### src/rtl/alu_pkg.sv
// Shared ALU definitions: control codes, opcode/funct values and
// instruction field positions. Used by the issue stage, ALU and ALU control.
package alu_pkg;

  typedef enum logic [3:0] {
    ALU_AND = 4'd0,
    ALU_OR  = 4'd1,
    ALU_ADD = 4'd2,
    ALU_SUB = 4'd6,
    ALU_SLT = 4'd7,
    ALU_SRA = 4'd11,
    ALU_NOR = 4'd12,
    ALU_SLL = 4'd14,
    ALU_SRL = 4'd15
  } alu_ctrl_e;

  // Primary opcodes
  localparam logic [5:0] OP_RTYPE = 6'h00;
  localparam logic [5:0] OP_BEQ   = 6'h04;
  localparam logic [5:0] OP_BNE   = 6'h05;
  localparam logic [5:0] OP_ADDI  = 6'h08;
  localparam logic [5:0] OP_ADDIU = 6'h09;
  localparam logic [5:0] OP_SLTI  = 6'h0A;
  localparam logic [5:0] OP_ANDI  = 6'h0C;
  localparam logic [5:0] OP_ORI   = 6'h0D;
  localparam logic [5:0] OP_LUI   = 6'h0F;
  localparam logic [5:0] OP_LW    = 6'h23;
  localparam logic [5:0] OP_SW    = 6'h2B;

  // R-type function codes
  localparam logic [5:0] FN_SLL  = 6'h00;
  localparam logic [5:0] FN_SRL  = 6'h02;
  localparam logic [5:0] FN_SRA  = 6'h03;
  localparam logic [5:0] FN_ADD  = 6'h20;
  localparam logic [5:0] FN_ADDU = 6'h21;
  localparam logic [5:0] FN_SUB  = 6'h22;
  localparam logic [5:0] FN_SUBU = 6'h23;
  localparam logic [5:0] FN_AND  = 6'h24;
  localparam logic [5:0] FN_OR   = 6'h25;
  localparam logic [5:0] FN_NOR  = 6'h27;
  localparam logic [5:0] FN_SLT  = 6'h2A;

  // lui is realised as a 16-bit left shift of the zero-extended immediate
  localparam logic [4:0] LUI_SHAMT = 5'd16;

  // Instruction field accessors
  function automatic logic [5:0] f_op(input logic [31:0] instr);
    return instr[31:26];
  endfunction

  function automatic logic [5:0] f_funct(input logic [31:0] instr);
    return instr[5:0];
  endfunction

  function automatic logic [4:0] f_rt(input logic [31:0] instr);
    return instr[20:16];
  endfunction

  function automatic logic [4:0] f_rd(input logic [31:0] instr);
    return instr[15:11];
  endfunction

  function automatic logic [4:0] f_shamt(input logic [31:0] instr);
    return instr[10:6];
  endfunction

  function automatic logic [15:0] f_imm(input logic [31:0] instr);
    return instr[15:0];
  endfunction

endpackage

### src/rtl/alu_issue_decode.sv
// Combinational decode of an instruction plus register read data into
// ALU control, operands, shift amount and writeback destination.
module alu_issue_decode
  import alu_pkg::*;
#(
  parameter int DW = 32,
  parameter int RW = 5
) (
  input  logic [31:0]   instr,
  input  logic [DW-1:0] rs_data,
  input  logic [DW-1:0] rt_data,
  output logic [3:0]    o_ctrl,
  output logic [DW-1:0] o_a,
  output logic [DW-1:0] o_b,
  output logic [4:0]    o_shamt,
  output logic          o_wreg,
  output logic [RW-1:0] o_wdest,
  output logic          o_illegal
);

  logic [15:0]   w_imm;
  logic [DW-1:0] w_imm_sx;
  logic [DW-1:0] w_imm_zx;

  assign w_imm    = f_imm(instr);
  assign w_imm_sx = {{(DW-16){w_imm[15]}}, w_imm};
  assign w_imm_zx = {{(DW-16){1'b0}}, w_imm};

  // Opcode/funct decode; anything unrecognised is flagged illegal with no writeback
  always_comb begin
    o_ctrl    = ALU_AND;
    o_a       = rs_data;
    o_b       = rt_data;
    o_shamt   = '0;
    o_wreg    = 1'b0;
    o_wdest   = RW'(f_rt(instr));
    o_illegal = 1'b0;
    unique case (f_op(instr))
      OP_RTYPE: begin
        o_wreg  = 1'b1;
        o_wdest = RW'(f_rd(instr));
        case (f_funct(instr))
          FN_ADD, FN_ADDU: o_ctrl = ALU_ADD;
          FN_SUB, FN_SUBU: o_ctrl = ALU_SUB;
          FN_AND:          o_ctrl = ALU_AND;
          FN_OR:           o_ctrl = ALU_OR;
          FN_NOR:          o_ctrl = ALU_NOR;
          FN_SLT:          o_ctrl = ALU_SLT;
          FN_SLL: begin
            o_ctrl  = ALU_SLL;
            o_shamt = f_shamt(instr);
          end
          FN_SRL: begin
            o_ctrl  = ALU_SRL;
            o_shamt = f_shamt(instr);
          end
          FN_SRA: begin
            o_ctrl  = ALU_SRA;
            o_shamt = f_shamt(instr);
          end
          default: begin
            o_wreg    = 1'b0;
            o_illegal = 1'b1;
          end
        endcase
      end
      OP_ADDI, OP_ADDIU, OP_LW: begin
        o_ctrl = ALU_ADD;
        o_b    = w_imm_sx;
        o_wreg = 1'b1;
      end
      OP_SLTI: begin
        o_ctrl = ALU_SLT;
        o_b    = w_imm_sx;
        o_wreg = 1'b1;
      end
      OP_ANDI: begin
        o_ctrl = ALU_AND;
        o_b    = w_imm_zx;
        o_wreg = 1'b1;
      end
      OP_ORI: begin
        o_ctrl = ALU_OR;
        o_b    = w_imm_zx;
        o_wreg = 1'b1;
      end
      OP_LUI: begin
        o_ctrl  = ALU_SLL;
        o_b     = w_imm_zx;
        o_shamt = LUI_SHAMT;
        o_wreg  = 1'b1;
      end
      OP_SW: begin
        o_ctrl = ALU_ADD;
        o_b    = w_imm_sx;
      end
      OP_BEQ, OP_BNE: begin
        o_ctrl = ALU_SUB;
      end
      default: begin
        o_illegal = 1'b1;
      end
    endcase
  end

endmodule

### src/rtl/alu_issue_stage.sv
// ALU issue register: decoded instruction is held in a main output
// register backed by one skid entry so in_ready is a pure flop output.
module alu_issue_stage
  import alu_pkg::*;
#(
  parameter int DW = 32,
  parameter int RW = 5
) (
  input  logic          clk,
  input  logic          rst_n,
  input  logic          in_valid,
  output logic          in_ready,
  input  logic [31:0]   instr,
  input  logic [DW-1:0] rs_data,
  input  logic [DW-1:0] rt_data,
  input  logic          flush,
  output logic          out_valid,
  input  logic          out_ready,
  output logic [3:0]    ALUCtrl,
  output logic [DW-1:0] A,
  output logic [DW-1:0] B,
  output logic [4:0]    shamt,
  output logic          wreg,
  output logic [RW-1:0] wdest,
  output logic          illegal
);

  logic [3:0]    w_ctrl;
  logic [DW-1:0] w_a;
  logic [DW-1:0] w_b;
  logic [4:0]    w_shamt;
  logic          w_wreg;
  logic [RW-1:0] w_wdest;
  logic          w_illegal;

  alu_issue_decode #(.DW(DW), .RW(RW)) u_decode (
    .instr     (instr),
    .rs_data   (rs_data),
    .rt_data   (rt_data),
    .o_ctrl    (w_ctrl),
    .o_a       (w_a),
    .o_b       (w_b),
    .o_shamt   (w_shamt),
    .o_wreg    (w_wreg),
    .o_wdest   (w_wdest),
    .o_illegal (w_illegal)
  );

  logic          r_out_valid;
  logic [3:0]    r_ctrl;
  logic [DW-1:0] r_a;
  logic [DW-1:0] r_b;
  logic [4:0]    r_shamt;
  logic          r_wreg;
  logic [RW-1:0] r_wdest;
  logic          r_illegal;

  logic          r_skid_valid;
  logic [3:0]    r_skid_ctrl;
  logic [DW-1:0] r_skid_a;
  logic [DW-1:0] r_skid_b;
  logic [4:0]    r_skid_shamt;
  logic          r_skid_wreg;
  logic [RW-1:0] r_skid_wdest;
  logic          r_skid_illegal;

  logic w_accept;
  logic w_main_free;

  assign in_ready    = ~r_skid_valid;
  assign w_accept    = in_valid & ~r_skid_valid;
  // Main register can take new data when empty or being consumed this cycle
  assign w_main_free = ~r_out_valid | out_ready;

  // Main/skid registers: flush wins, then skid drains into main before new data
  always_ff @(posedge clk or negedge rst_n) begin
    if (!rst_n) begin
      r_out_valid    <= 1'b0;
      r_ctrl         <= '0;
      r_a            <= '0;
      r_b            <= '0;
      r_shamt        <= '0;
      r_wreg         <= 1'b0;
      r_wdest        <= '0;
      r_illegal      <= 1'b0;
      r_skid_valid   <= 1'b0;
      r_skid_ctrl    <= '0;
      r_skid_a       <= '0;
      r_skid_b       <= '0;
      r_skid_shamt   <= '0;
      r_skid_wreg    <= 1'b0;
      r_skid_wdest   <= '0;
      r_skid_illegal <= 1'b0;
    end else if (flush) begin
      r_out_valid  <= 1'b0;
      r_wreg       <= 1'b0;
      r_skid_valid <= 1'b0;
      r_skid_wreg  <= 1'b0;
    end else if (w_main_free) begin
      if (r_skid_valid) begin
        // in_ready is low here, so no new accept can collide with the move
        r_out_valid  <= 1'b1;
        r_ctrl       <= r_skid_ctrl;
        r_a          <= r_skid_a;
        r_b          <= r_skid_b;
        r_shamt      <= r_skid_shamt;
        r_wreg       <= r_skid_wreg;
        r_wdest      <= r_skid_wdest;
        r_illegal    <= r_skid_illegal;
        r_skid_valid <= 1'b0;
      end else if (w_accept) begin
        r_out_valid <= 1'b1;
        r_ctrl      <= w_ctrl;
        r_a         <= w_a;
        r_b         <= w_b;
        r_shamt     <= w_shamt;
        r_wreg      <= w_wreg;
        r_wdest     <= w_wdest;
        r_illegal   <= w_illegal;
      end else begin
        r_out_valid <= 1'b0;
      end
    end else if (w_accept) begin
      r_skid_valid   <= 1'b1;
      r_skid_ctrl    <= w_ctrl;
      r_skid_a       <= w_a;
      r_skid_b       <= w_b;
      r_skid_shamt   <= w_shamt;
      r_skid_wreg    <= w_wreg;
      r_skid_wdest   <= w_wdest;
      r_skid_illegal <= w_illegal;
    end
  end

  assign out_valid = r_out_valid;
  assign ALUCtrl   = r_ctrl;
  assign A         = r_a;
  assign B         = r_b;
  assign shamt     = r_shamt;
  assign wreg      = r_wreg;
  assign wdest     = r_wdest;
  assign illegal   = r_illegal;

endmodule

### config.mk
export PLATFORM = sky130hd
export DESIGN_NAME = alu_issue_stage
export DESIGN_NICKNAME = d
export VERILOG_FILES = /design/src/rtl/alu_pkg.sv /design/src/rtl/alu_issue_decode.sv /design/src/rtl/alu_issue_stage.sv
export SDC_FILE = /design/constraint.sdc
export NUM_CORES = 1
export LEC_CHECK = 0
export ABC_CLOCK_PERIOD_IN_PS = 4600
export CAP_MARGIN = 10
export CORE_MARGIN = 8
export CORE_UTILIZATION = 55
export CTS_BUF_LIST = sky130_fd_sc_hd__clkbuf_4 sky130_fd_sc_hd__clkbuf_8
export DETAILED_ROUTE_END_ITERATION = 10
export GPL_TIMING_DRIVEN = 0
export PLACE_DENSITY_LB_ADDON = 0.1
export SLEW_MARGIN = 40
export SYNTH_ARGS = -nofsm -noshare
export SYNTH_HDL_FRONTEND = slang
export SYNTH_SLANG_ARGS = --single-unit
### constraint.sdc
create_clock -name clk -period 4.6 [get_ports clk]
set_clock_uncertainty 0.05 [all_clocks]
set_input_delay 0.46 -clock clk [delete_from_list [all_inputs] [get_ports clk]]
set_output_delay 0.46 -clock clk [all_outputs]
set_load 0.01 [all_outputs]
## Word level (Yosys, flattened, before mapping)

Index checks and enable logic that the tools add are counted.

| word-level totals | value |
|---|---|
| register bits | 162 |
| input bits | 101 |
| output and inout port bits | 82 |

| operators by class | value |
|---|---|
| eq/ne operators | 21 |
| muxes and demuxes | 35 |
| bitwise operators | 6 |
| reductions and logical operators | 21 |

Operator list:

| cell | number |
|---|---|
| 32-bit two-way mux | 4 |
| 32-bit case mux with 2 select lines | 1 |
| 6-bit == test (second input constant) | 10 |
| 6-bit by 4-bit == test with 1-bit output (second input constant) | 6 |
| 4-bit case mux with 8 select lines | 1 |
| 5-bit two-way mux | 6 |
| 4-bit case mux with 6 select lines | 1 |
| 1-bit two-way mux | 17 |
| 6-bit by 2-bit == test with 1-bit output (second input constant) | 2 |
| 6-bit by 3-bit == test with 1-bit output (second input constant) | 2 |
| 6-bit zero test | 2 |
| 11-bit OR reduction | 1 |
| 5-bit case mux with 2 select lines | 1 |
| 10-bit OR reduction | 1 |
| 4-bit two-way mux | 2 |
| 7-bit OR reduction | 1 |
| 3-bit AND reduction | 2 |
| 2-bit nonzero test | 3 |
| 3-bit nonzero test | 2 |
| 2-bit OR reduction | 3 |
| 3-bit OR reduction | 2 |
| 5-bit OR reduction | 1 |
| 1-bit inverter | 4 |
| 1-bit case mux with 2 select lines | 2 |
| other kinds (5) | 6 |

## Longest topological paths before layout

Gate-level depths: netlist of run 1.

| depth | value |
|---|---|
| depth after elaboration | 8 |
| gate-level depth with buffers | 8 |
| mapped depth without buffers | 5 |

## By module

Synthesis of run 1 repeated with hierarchy kept, for this count alone.

| unflattened totals | value |
|---|---|
| cells, all modules | 593 |
| area total of the unflattened synthesis | 8241.7 sq um |

Modules (own cells, without submodules):

| module | instances | cells an instance | area an instance (sq um) | seq. area each (sq um) |
|---|---|---|---|---|
| alu_issue_stage | 1 | 440 | 7020.5 | 4053.9 |
| alu_issue_decode | 1 | 153 | 1221.2 | 0.0 |

## Worst setup path before layout of run 1

Ideal clock, no wire load.

| timing path | value |
|---|---|
| path kind | input to register |
| start | input port instr[0] |
| end | register r_ctrl[2], in the netlist ALUCtrl[2] |
| data arrival time | 1.737 ns |
| slack | 2.736 ns |
| stages on the path | 6 |
| cell sequence | clkbuf_1 > mux2_2 > o32a_1 > a211oi_1 > nor3_1 > o21ai_1 |

| between the ends | value |
|---|---|
| word-level cells in the longest chain between the ends | 6 |
| elaborated cells between the ends (all ways) | 16 |

Ends and longest elaborated chain:

| what | RTL line | RTL |
|---|---|---|
| start: declaration | alu_issue_stage.sv:13 | `input logic [31:0] instr,` |
| 6-bit == test | alu_issue_decode.sv:42 | `case (f_funct(instr))` |
| 2-bit OR reduction | - |  |
| 4-bit case mux with 8 select lines * | alu_issue_decode.sv:42 |  |
| 4-bit case mux with 6 select lines * | alu_issue_decode.sv:38 | `unique case (f_op(instr))` |
| 4-bit two-way mux * | alu_issue_stage.sv:111 | `end else if (w_accept) begin` |
| 4-bit two-way mux * | alu_issue_stage.sv:100 | `if (r_skid_valid) begin` |
| end signal: assignment | alu_issue_stage.sv:103 | `r_ctrl <= r_skid_ctrl;` |
| end signal: assignment | alu_issue_stage.sv:113 | `r_ctrl <= w_ctrl;` |
| end: declaration | alu_issue_stage.sv:50 | `logic [3:0] r_ctrl;` |

Mark *: on every way between the ends. The rest lies on a longest branch, timed or not. The select of a mux whose other input is x is not followed.
A chain may end at the register's enable or synchronous reset.

## Worst setup path after layout of run 1

| timing path | value |
|---|---|
| start | register r_skid_valid |
| end | output port in_ready |

| between the ends | value |
|---|---|
| word-level cells in the longest chain between the ends | 1 |

Ends and longest elaborated chain:

| what | RTL line | RTL |
|---|---|---|
| start: declaration | alu_issue_stage.sv:58 | `logic r_skid_valid;` |
| start signal: assignment | alu_issue_stage.sv:86 | `r_skid_valid <= 1'b0;` |
| start signal: assignment | alu_issue_stage.sv:97 | `r_skid_valid <= 1'b0;` |
| start signal: assignment | alu_issue_stage.sv:110 | `r_skid_valid <= 1'b0;` |
| 1-bit inverter | alu_issue_stage.sv:70 | `assign in_ready = ~r_skid_valid;` |
| end: declaration | alu_issue_stage.sv:12 | `output logic in_ready,` |

No other way between the ends.

==> results of run 1 <==
## kinds of logic (layout without fill, tap and decap cells)
kind of cell	after synthesis	after routing	synth area share, %
simple gates	308	308	18.6
compound gates	192	192	14.4
flops	162	162	54.9
mux	61	61	8.37
buf+inv	60	268	3.64
xor+xnor	1	1	0.119
## flip-flops by register name (all words and copies together) (netlist names)
| name | cells |
|---|---|
| A | 32 |
| ALUCtrl | 4 |
| B | 32 |
| illegal | 1 |
| out_valid | 1 |
| r_skid_a | 32 |
| r_skid_b | 32 |
| r_skid_ctrl | 4 |
| r_skid_illegal | 1 |
| r_skid_shamt | 5 |
| r_skid_valid | 1 |
| r_skid_wdest | 5 |
| r_skid_wreg | 1 |
| shamt | 5 |
| wdest | 5 |
| wreg | 1 |
## worst max-delay path: stages, from the launching register on
cell and delay [ns]:
dfrtp_1 0.36, buf_2 0.21, clkinv_1 0.20, clkbuf_1 0.43, clkdlybuf4s50_1 0.65
## layout make-up
class,instances,share of cell area (%)
Tap cell,176,2.23
Buffer,57,2.61
Clock buffer,20,2.73
Timing Repair Buffer,178,18.5
Inverter,3,0.114
Sequential cell,162,41.1
Multi-Input combinational cell,562,31.1
Clock inverter,10,1.61
## power by group through the flow
stage | combinational [W] | sequential (W) | clock, W
after global placement | 0.000822 | 0.00187 | 0
after floorplan | 0.000337 | 0.00191 | 0
after CTS | 0.000867 | 0.00186 | 0.00114
after detailed placement | 0.000860 | 0.00189 | 0
after global routing | 0.000949 | 0.00190 | 0.00120
final | 0.000858 | 0.00186 | 0.00114
## synth_stat cells, types with 7 or more instances
cell type and count:
nand2_1 213, clkbuf_1 31, and3_1 22, o21ai_0 78, buf_2 20, a22oi_1 16
nor2_1 29, mux2i_1 55, o21ai_1 31, dfrtp_1 162, nand2b_1 7, a21oi_1 49
nand3_1 10
## final timing paths
path	cells after the start	slack, ns	from	to
min	2	0.42	ALUCtrl[3]	ALUCtrl[3]
min in group asynchronous	2	0.43	rst_n	B[21]
max reg2reg	7	2.23	r_skid_valid	r_skid_a[19]
max in group asynchronous	3	3.42	rst_n	r_skid_a[8]
max	4	1.78	r_skid_valid	in_ready
min reg2reg	2	0.42	ALUCtrl[3]	ALUCtrl[3]
## through the flow
| step | cell area, um^2 | total power, W | setup slack, ns |
|---|---|---|---|
| 2_1_floorplan | 7390 | 0.00224 | 2.74 |
| 3_3_place_gp | 9360 | 0.00270 | -3.20 |
| 6_report | 9860 | 0.00386 | 1.78 |
| 3_5_place_dp | 9420 | 0.00275 | 1.89 |
| 4_1_cts | 9860 | 0.00387 | 1.80 |
| 5_1_grt | 9860 | 0.00404 | 1.66 |
## routing by layer
layer,track usage [%],vias to the layer above,wire length [um]
met5,0,-,0
met4,8.93,0,559
met3,6.10,45,1400
met2,39.9,265,10300
met1,31.6,3217,8980
li1,-,3068,-
## what timing repair did
action | CTS | global route
hold buffers | 1 | 0
resized for setup | 0 | 0
endpoints found under the hold margin | 40 | 0
==> flow_summary_export.csv, run 1 <==
group,metric,value,unit
outcome,status,"finished, final reports clean",
clock_network,cts_root_buf,"clkbuf_8",
synthesis,syn_inst,784,
job,cap_violations,0,
global_routing,grt_pass1_vias,6841,
power_and_ir_drop,leakagePower,4.56,nW
routing,num_vias,6595,
power_and_ir_drop,internal_power,0.00277,W
sta,tightest_slew,0.743,ns
final_layout,drive_above_1_share,7.26,%
placement,place_congestion,0.885,
synthesis,syn_area_per_cell,9.42,um^2
synthesis,synth-seq-cells,162,
critical_path,critPathCaptureType,"output pin",
clock_network,cts_tree,"built",
final_layout,mostFrequentLayoutCells,"213 x nand2_1, 174 x clkdlybuf4s50_1, 162 x dfrtp_1",
global_routing,grt_pass1_wl,34900,um
critical_path,cp_data_required_time,4.09,ns
sta,min_period_over_period,61.3,%
final_layout,layout.cells.most_common,"nand2_1",
clock_network,htreeDepth,4,
placement,port_buffers,175,
routing,wire_per_inst,18.2,um
global_routing,antenna_found_initial,0,
synthesis,synth_cell_type_count,51,
floorplan,core,13200,um^2
synthesis,yosysWarnings,0,
routing,final_antenna_net_count,0,
final_layout,regArea,4050,um^2
clock_network,numCtsBuffers,17,
global_routing,grt_max_degree,67,
power_and_ir_drop,power.share.clock,29.4,%
routing,first_pass_iters,7,
synthesis,synth_edf_count,0,
synthesis,synthFlopType,"dfrtp_1",
routing,drt_iter0_markers,465,
placement,hpwl,15700,um
floorplan,start_util,56.0,%
final_layout,final_util,74.7,%
floorplan,die_w,132,um
floorplan,num_rows,42,
routing,via_per_inst,5.65,
sta,hold_viol_final,0,
sta,relSlewSlack,50.4,%
synthesis,syn-num-nets,885,
sta,whs,0.424,ns
final_layout,syn_to_final_growth,33.4,%
sta,rsz0062_at_grt,"no",
final_layout,final_nets,1082,
floorplan,dieArea,17400,um^2
synthesis,syn_area,7390,um^2
synthesis,synth_top_cell_by_area,"dfrtp_1",
floorplan,die_h,132,um
power_and_ir_drop,seqPwrFrac,48.3,%
clock_network,clk_path_buf_depth,2,
placement,dpl.cell_count,1137,
synthesis,netlist_top_cells_area,"dfrtp_1 55%, nand2_1 11%, mux2i_1 7.5%",
power_and_ir_drop,p_sw_share,28.2,%
final_layout,fill_cells,974,
power_and_ir_drop,comb_power_share,22.2,%
clock_network,clock_latency,0.45,ns
synthesis,synth_async_sr_flop_share,100,%
power_and_ir_drop,p_sw,0.00109,W
sta,fin_tns_setup,0,ns
clock_network,clk_pin_slew,0.08,ns
power_and_ir_drop,power.density,391,nW/um^2
sta,period_minus_slack,2.82,ns
sta,max_freq,0.355,GHz
critical_path,critical_path_class,"register to output pin",
critical_path,cp.arrival,2.31,ns
critical_path,worst_setup_path_start_kind,"register",
synthesis,synth_top_cell_area_share,54.9,%
floorplan,io_pins,183,
global_routing,grt_overflow,0,
min_path,hp-class,"register to register",
power_and_ir_drop,ir_worst_vdd,267,uV
final_layout,stdcell_count,1168,
clock_network,clock_sinks,162,
synthesis,yosysSeqAreaShare,54.9,%
critical_path,cp_max_fo,10,
clock_network,post-cts-setup-buffer-count,0,
routing,routed_wl,21200,um
final_layout,multiInputGateArea,3060,um^2
sta,setup_viol,0,
final_layout,diodes,0,
routing,drcViolationCount,0,
sta,slew_violations,0,
global_routing,grt.total_usage,24.7,%
Note: power is estimated with default switching activity, not from simulation.
==> run 2: changes to the inputs <==
--- a/config.mk
+++ b/config.mk
@@ -5,10 +5,10 @@
 export SDC_FILE = /design/constraint.sdc
 export NUM_CORES = 1
 export LEC_CHECK = 0
-export ABC_CLOCK_PERIOD_IN_PS = 4600
+export ABC_CLOCK_PERIOD_IN_PS = 2300
 export CAP_MARGIN = 10
 export CORE_MARGIN = 8
-export CORE_UTILIZATION = 55
+export CORE_UTILIZATION = 46
 export CTS_BUF_LIST = sky130_fd_sc_hd__clkbuf_4 sky130_fd_sc_hd__clkbuf_8
 export DETAILED_ROUTE_END_ITERATION = 10
 export GPL_TIMING_DRIVEN = 0
==> constraint.sdc (replaced) <==
create_clock -name clk -period 2.3 [get_ports clk]
set_clock_uncertainty 0.05 [all_clocks]
set_input_delay 0.23 -clock clk [delete_from_list [all_inputs] [get_ports clk]]
set_output_delay 0.23 -clock clk [all_outputs]
set_load 0.01 [all_outputs]
==> run 2 against run 1 <==
Total power up 100%. Highest routed layer unchanged. Routed wire length fell by 0.43%. Design area increased by 1.0%.
==> flow_summary_export.csv, run 2 (same netlist as run 1, synthesis figures left out) <==
group,metric,value,unit
sta,setup_viol,0,
critical_path,cp_max_fo,10,
clock_network,cts_tree,"built",
job,cap_violations,0,
critical_path,cp.arrival,1.92,ns
critical_path,r2r-start,"out_valid",
global_routing,grt_pass1_wl,34100,um
clock_network,clk_pin_slew,0.09,ns
outcome,status,"finished, final reports clean",
floorplan,io_pins,183,
final_layout,final_nets,1082,
routing,drcViolationCount,0,
sta,rsz0062_at_grt,"no",
routing,num_vias,6339,
floorplan,start_util,46.8,%
power_and_ir_drop,power.density,787,nW/um^2
critical_path,reg2reg_slack,0.15,ns
global_routing,grt_max_degree,66,
sta,max_freq,0.455,GHz
floorplan,core,15800,um^2
clock_network,cts_root_buf,"clkbuf_8",
sta,worst_slack,0.103,ns
final_layout,layout.cells.most_common,"nand2_1",
floorplan,num_rows,46,
final_layout,final_cell_area,9960,um^2
routing,wire_per_inst,17.5,um
clock_network,clk_path_buf_depth,2,
final_layout,mostFrequentLayoutCells,"213 x nand2_1, 174 x clkdlybuf4s50_1, 162 x dfrtp_1",
floorplan,dieArea,20400,um^2
placement,port_buffers,175,
floorplan,die_h,143,um
critical_path,cp_data_required_time,2.02,ns
sta,hold_viol_final,0,
global_routing,antenna_found_initial,0,
power_and_ir_drop,leakagePower,4.57,nW
final_layout,syn_to_final_growth,34.8,%
critical_path,critPathCaptureType,"output pin",
critical_path,worst_setup_path_start_kind,"register",
sta,relSlewSlack,48.3,%
routing,via_per_inst,5.24,
sta,tightest_slew,0.776,ns
global_routing,grt_overflow,0,
final_layout,diodes,0,
final_layout,drive_above_1_share,7.75,%
routing,first_pass_iters,4,
placement,place_congestion,0.837,
global_routing,grt_pass1_vias,6460,
sta,min_period_over_period,95.5,%
routing,drt_iter0_markers,351,
placement,post-place-ws,-0.195,ns
routing,final_antenna_net_count,0,
clock_network,numCtsBuffers,17,
sta,slew_violations,0,
floorplan,die_w,143,um
clock_network,post-cts-setup-buffer-count,0,
final_layout,final_util,63.2,%
placement,place_area,9470,um^2
sta,period_minus_slack,2.20,ns
critical_path,ff2ff_path_depth,7,
routing,routed_wl,21100,um
min_path,hp-class,"input port to async pin",
sta,fin_tns_setup,0,ns
global_routing,grt.total_usage,21.3,%
power_and_ir_drop,ir_worst_vdd,396,uV
critical_path,critical_path_class,"register to output pin",
clock_network,clock_latency,0.46,ns
critical_path,r2r_end,"r_skid_ctrl[2]",
clock_network,htreeDepth,4,
placement,hpwl,15500,um
clock_network,clock_sinks,162,
==> run 2: worst max-delay path by stage <==
stage                            start            to  slack [ns]  cells past startpoint
final                     r_skid_valid      in_ready        0.10                      4
after CTS                 r_skid_valid      in_ready        0.03                      4
after global placement           rst_n   r_skid_a[4]       -5.82                      1
after global routing         out_valid  r_skid_a[27]        0.01                      7
after detailed placement     instr[31]         B[25]       -0.20                      7
after floorplan              out_valid         A[15]        0.60                      7
==> run 2: worst max-delay path: stages, from the launching register on <==
cell and delay (ns):
dfrtp_1 0.36, buf_4 0.19, clkinv_2 0.12, clkbuf_4 0.22
clkdlybuf4s50_1 0.56
==> run 2: timing repair <==
item / in CTS / in global routing
hold endpoints to repair: 97 / 0
setup endpoints to repair: 1 / 3
gates resized for setup: 3 / 4
hold buffers: 1 / 0
==> run 2: final cells by class <==
type                       count  area, um^2
buffer                        57         267
clock buffer                  20         263
clock inverter                12         205
fill                        1380        5810
inverter                       3        12.5
multi-input combinational    562        3070
sequential                   162        4050
tap                          216         270
timing repair buffer         178        1820
==> run 2: per-stage QoR <==
| step | hold slack, ns | cells | total power (W) |
|---|---|---|---|
| floorplan | -0.116 | 784 | 0.00449 |
| global placement | 0.402 | 1175 | 0.00542 |
| detailed placement | 0.0969 | 1177 | 0.00548 |
| CTS | 0.195 | 1210 | 0.00789 |
| global route | 0.194 | 1210 | 0.00825 |
| finish | 0.191 | 1210 | 0.00783 |
==> run 2: routing by layer <==
metal  share of wire (%)  track usage (%)  up-vias
met2                  47             33.5      180
met4                 1.3             5.70        0
li1                    -                -     3078
met1                  46             28.8     3060
met5                   0                0        -
met3                 5.7             4.97       21
==> run 2: power by group <==
part	internal, W	total [W]	switching (W)
Combinational	0.000890	0.00171	0.000817
Clock	0.00135	0.00243	0.00108
Sequential	0.00341	0.00370	0.000290
==> run 3: changes to the inputs <==
--- a/config.mk
+++ b/config.mk
@@ -7,6 +7,7 @@
 export LEC_CHECK = 0
 export ABC_CLOCK_PERIOD_IN_PS = 2300
 export CAP_MARGIN = 10
+export CORE_ASPECT_RATIO = 1.4
 export CORE_MARGIN = 8
 export CORE_UTILIZATION = 46
 export CTS_BUF_LIST = sky130_fd_sc_hd__clkbuf_4 sky130_fd_sc_hd__clkbuf_8
==> run 3 against run 2 <==
Worst hold slack better by 0.028 ns. Routed wire length grew 0.81%. Die area up 0.28%. Via count is 1.3% lower. Sequential power about the same. Count of clock-buffer cells in the layout is 2 lower. Sequential cell count unchanged. Clock power shrank 15%. Critical path type unchanged. Largest cell class unchanged.
==> flow_summary_export.csv, run 3 (same netlist as run 1, synthesis figures left out) <==
group,metric,value,unit
routing,drt_iter0_markers,328,
global_routing,grt_pass1_wl,34300,um
sta,tightest_slew,0.799,ns
floorplan,core,16000,um^2
floorplan,die_w,123,um
clock_network,clk_pin_slew,0.08,ns
final_layout,final_nets,1082,
critical_path,worst_setup_path_start_kind,"register",
clock_network,clk_path_buf_depth,2,
routing,num_vias,6259,
critical_path,critPathCaptureType,"output pin",
final_layout,layout.cells.most_common,"nand2_1",
sta,slew_violations,0,
power_and_ir_drop,power.density,758,nW/um^2
final_layout,drive_above_1_share,7.46,%
outcome,status,"finished, final reports clean",
final_layout,mostFrequentLayoutCells,"213 x nand2_1, 174 x clkdlybuf4s50_1, 162 x dfrtp_1",
global_routing,grt.total_usage,21.4,%
floorplan,die_h,166,um
sta,relSlewSlack,46.8,%
global_routing,grt_pass1_vias,6500,
routing,wire_per_inst,17.9,um
global_routing,grt_overflow,0,
routing,routed_wl,21300,um
power_and_ir_drop,leakagePower,4.54,nW
routing,final_antenna_net_count,0,
placement,place_congestion,0.825,
clock_network,numCtsBuffers,17,
clock_network,post-cts-setup-buffer-count,0,
sta,hold_viol_final,0,
final_layout,syn_to_final_growth,33.3,%
clock_network,clock_sinks,162,
clock_network,htreeDepth,4,
routing,first_pass_iters,4,
power_and_ir_drop,ir_worst_vdd,428,uV
critical_path,critical_path_class,"register to output pin",
sta,min_period_over_period,96.6,%
floorplan,dieArea,20400,um^2
routing,drcViolationCount,0,
clock_network,cts_root_buf,"clkbuf_8",
floorplan,num_rows,55,
global_routing,antenna_found_initial,0,
clock_network,cts_tree,"built",
sta,max_freq,0.450,GHz
clock_network,clock_latency,0.45,ns
power_and_ir_drop,p_total,0.00746,W
final_layout,diodes,0,
sta,whs,0.219,ns
floorplan,io_pins,183,
sta,setup_viol,0,
critical_path,cp_max_fo,10,
min_path,hp-class,"input port to register",
sta,fin_tns_setup,0,ns
placement,hpwl,16200,um
sta,period_minus_slack,2.22,ns
placement,port_buffers,175,
floorplan,start_util,46.3,%
routing,via_per_inst,5.26,
global_routing,grt_max_degree,60,
job,cap_violations,0,
critical_path,cp.arrival,1.94,ns
critical_path,cp_data_required_time,2.02,ns
## run 3: changes by cell type in the layout (fill, tap and decap cells not counted)
| cell | previous run | this run |
|---|---|---|
| clkbuf_4 | 4 | 2 |
| clkinvlp_4 | 5 | 3 |
| nor2_1 | 28 | 29 |
| bufinv_16 | 5 | 2 |
| buf_2 | 18 | 19 |
| nor2_2 | 4 | 3 |
| buf_4 | 2 | 1 |
| clkinv_2 | 1 | 4 |
| inv_6 | 1 | 3 |
## run 3: area by class of cell
class | count | area [um^2]
buffer | 57 | 264
fill | 1424 | 6120
timing repair buffer | 178 | 1820
clock inverter | 12 | 133
tap | 199 | 249
inverter | 3 | 12.5
sequential | 162 | 4050
multi-input combinational | 562 | 3060
clock buffer | 18 | 248
## run 3: report_power, final
part | leakage (nW) | switching, W | internal [W] | total (W)
logic | 2.32 | 0.000807 | 0.000889 | 0.00170
registers | 2.02 | 0.000301 | 0.00341 | 0.00371
clock network | 0.188 | 0.00107 | 0.000986 | 0.00206
## run 3: worst max-delay path, stage by stage, from the launching register on
cell             delay [ns]
dfrtp_1                0.36
clkbuf_4               0.20
clkinv_2               0.14
clkbuf_4               0.23
clkdlybuf4s50_1        0.56
## run 3: per-layer routing
metal / GRT usage, % / vias to the layer above / part of all wire [%]
met3: 6.19 / 26 / 6.6
met5: 0 / - / 0
met1: 25.1 / 3005 / 40
met4: 6.78 / 0 / 1.8
met2: 36.6 / 162 / 51
li1: - / 3066 / -
## run 3: through the flow
step / area, um^2 / cells / setup slack (ns) / utilization (%)
3_5_place_dp: 9450 / 1160 / -0.213 / 59.2
5_1_grt: 9850 / 1191 / -0.00333 / 61.7
4_1_cts: 9840 / 1191 / 0.0159 / 61.7
2_1_floorplan: 7390 / 784 / 0.596 / -
3_3_place_gp: 9390 / 1158 / -5.84 / 58.8
6_report: 9850 / 1191 / 0.0791 / 61.7
## run 3: what timing repair did
action                     in CTS  in global routing
hold buffers                    1                  0
hold endpoints to repair       52                  0
pin swaps                       0                  0
setup endpoints to repair       1                  9
resized for setup               3                  1
## run 3: final timing paths
path,from,endpoint,slack (ns),cells after the start
worst max-delay path,r_skid_valid,in_ready,0.08,4
worst min-delay path,instr[29],r_skid_ctrl[0],0.22,4
worst max register to register,out_valid,B[27],0.16,6
worst min register to register,r_skid_ctrl[1],r_skid_ctrl[1],0.43,2
max in group asynchronous,rst_n,A[11],1.33,3
min in group asynchronous,rst_n,r_skid_a[22],0.23,2
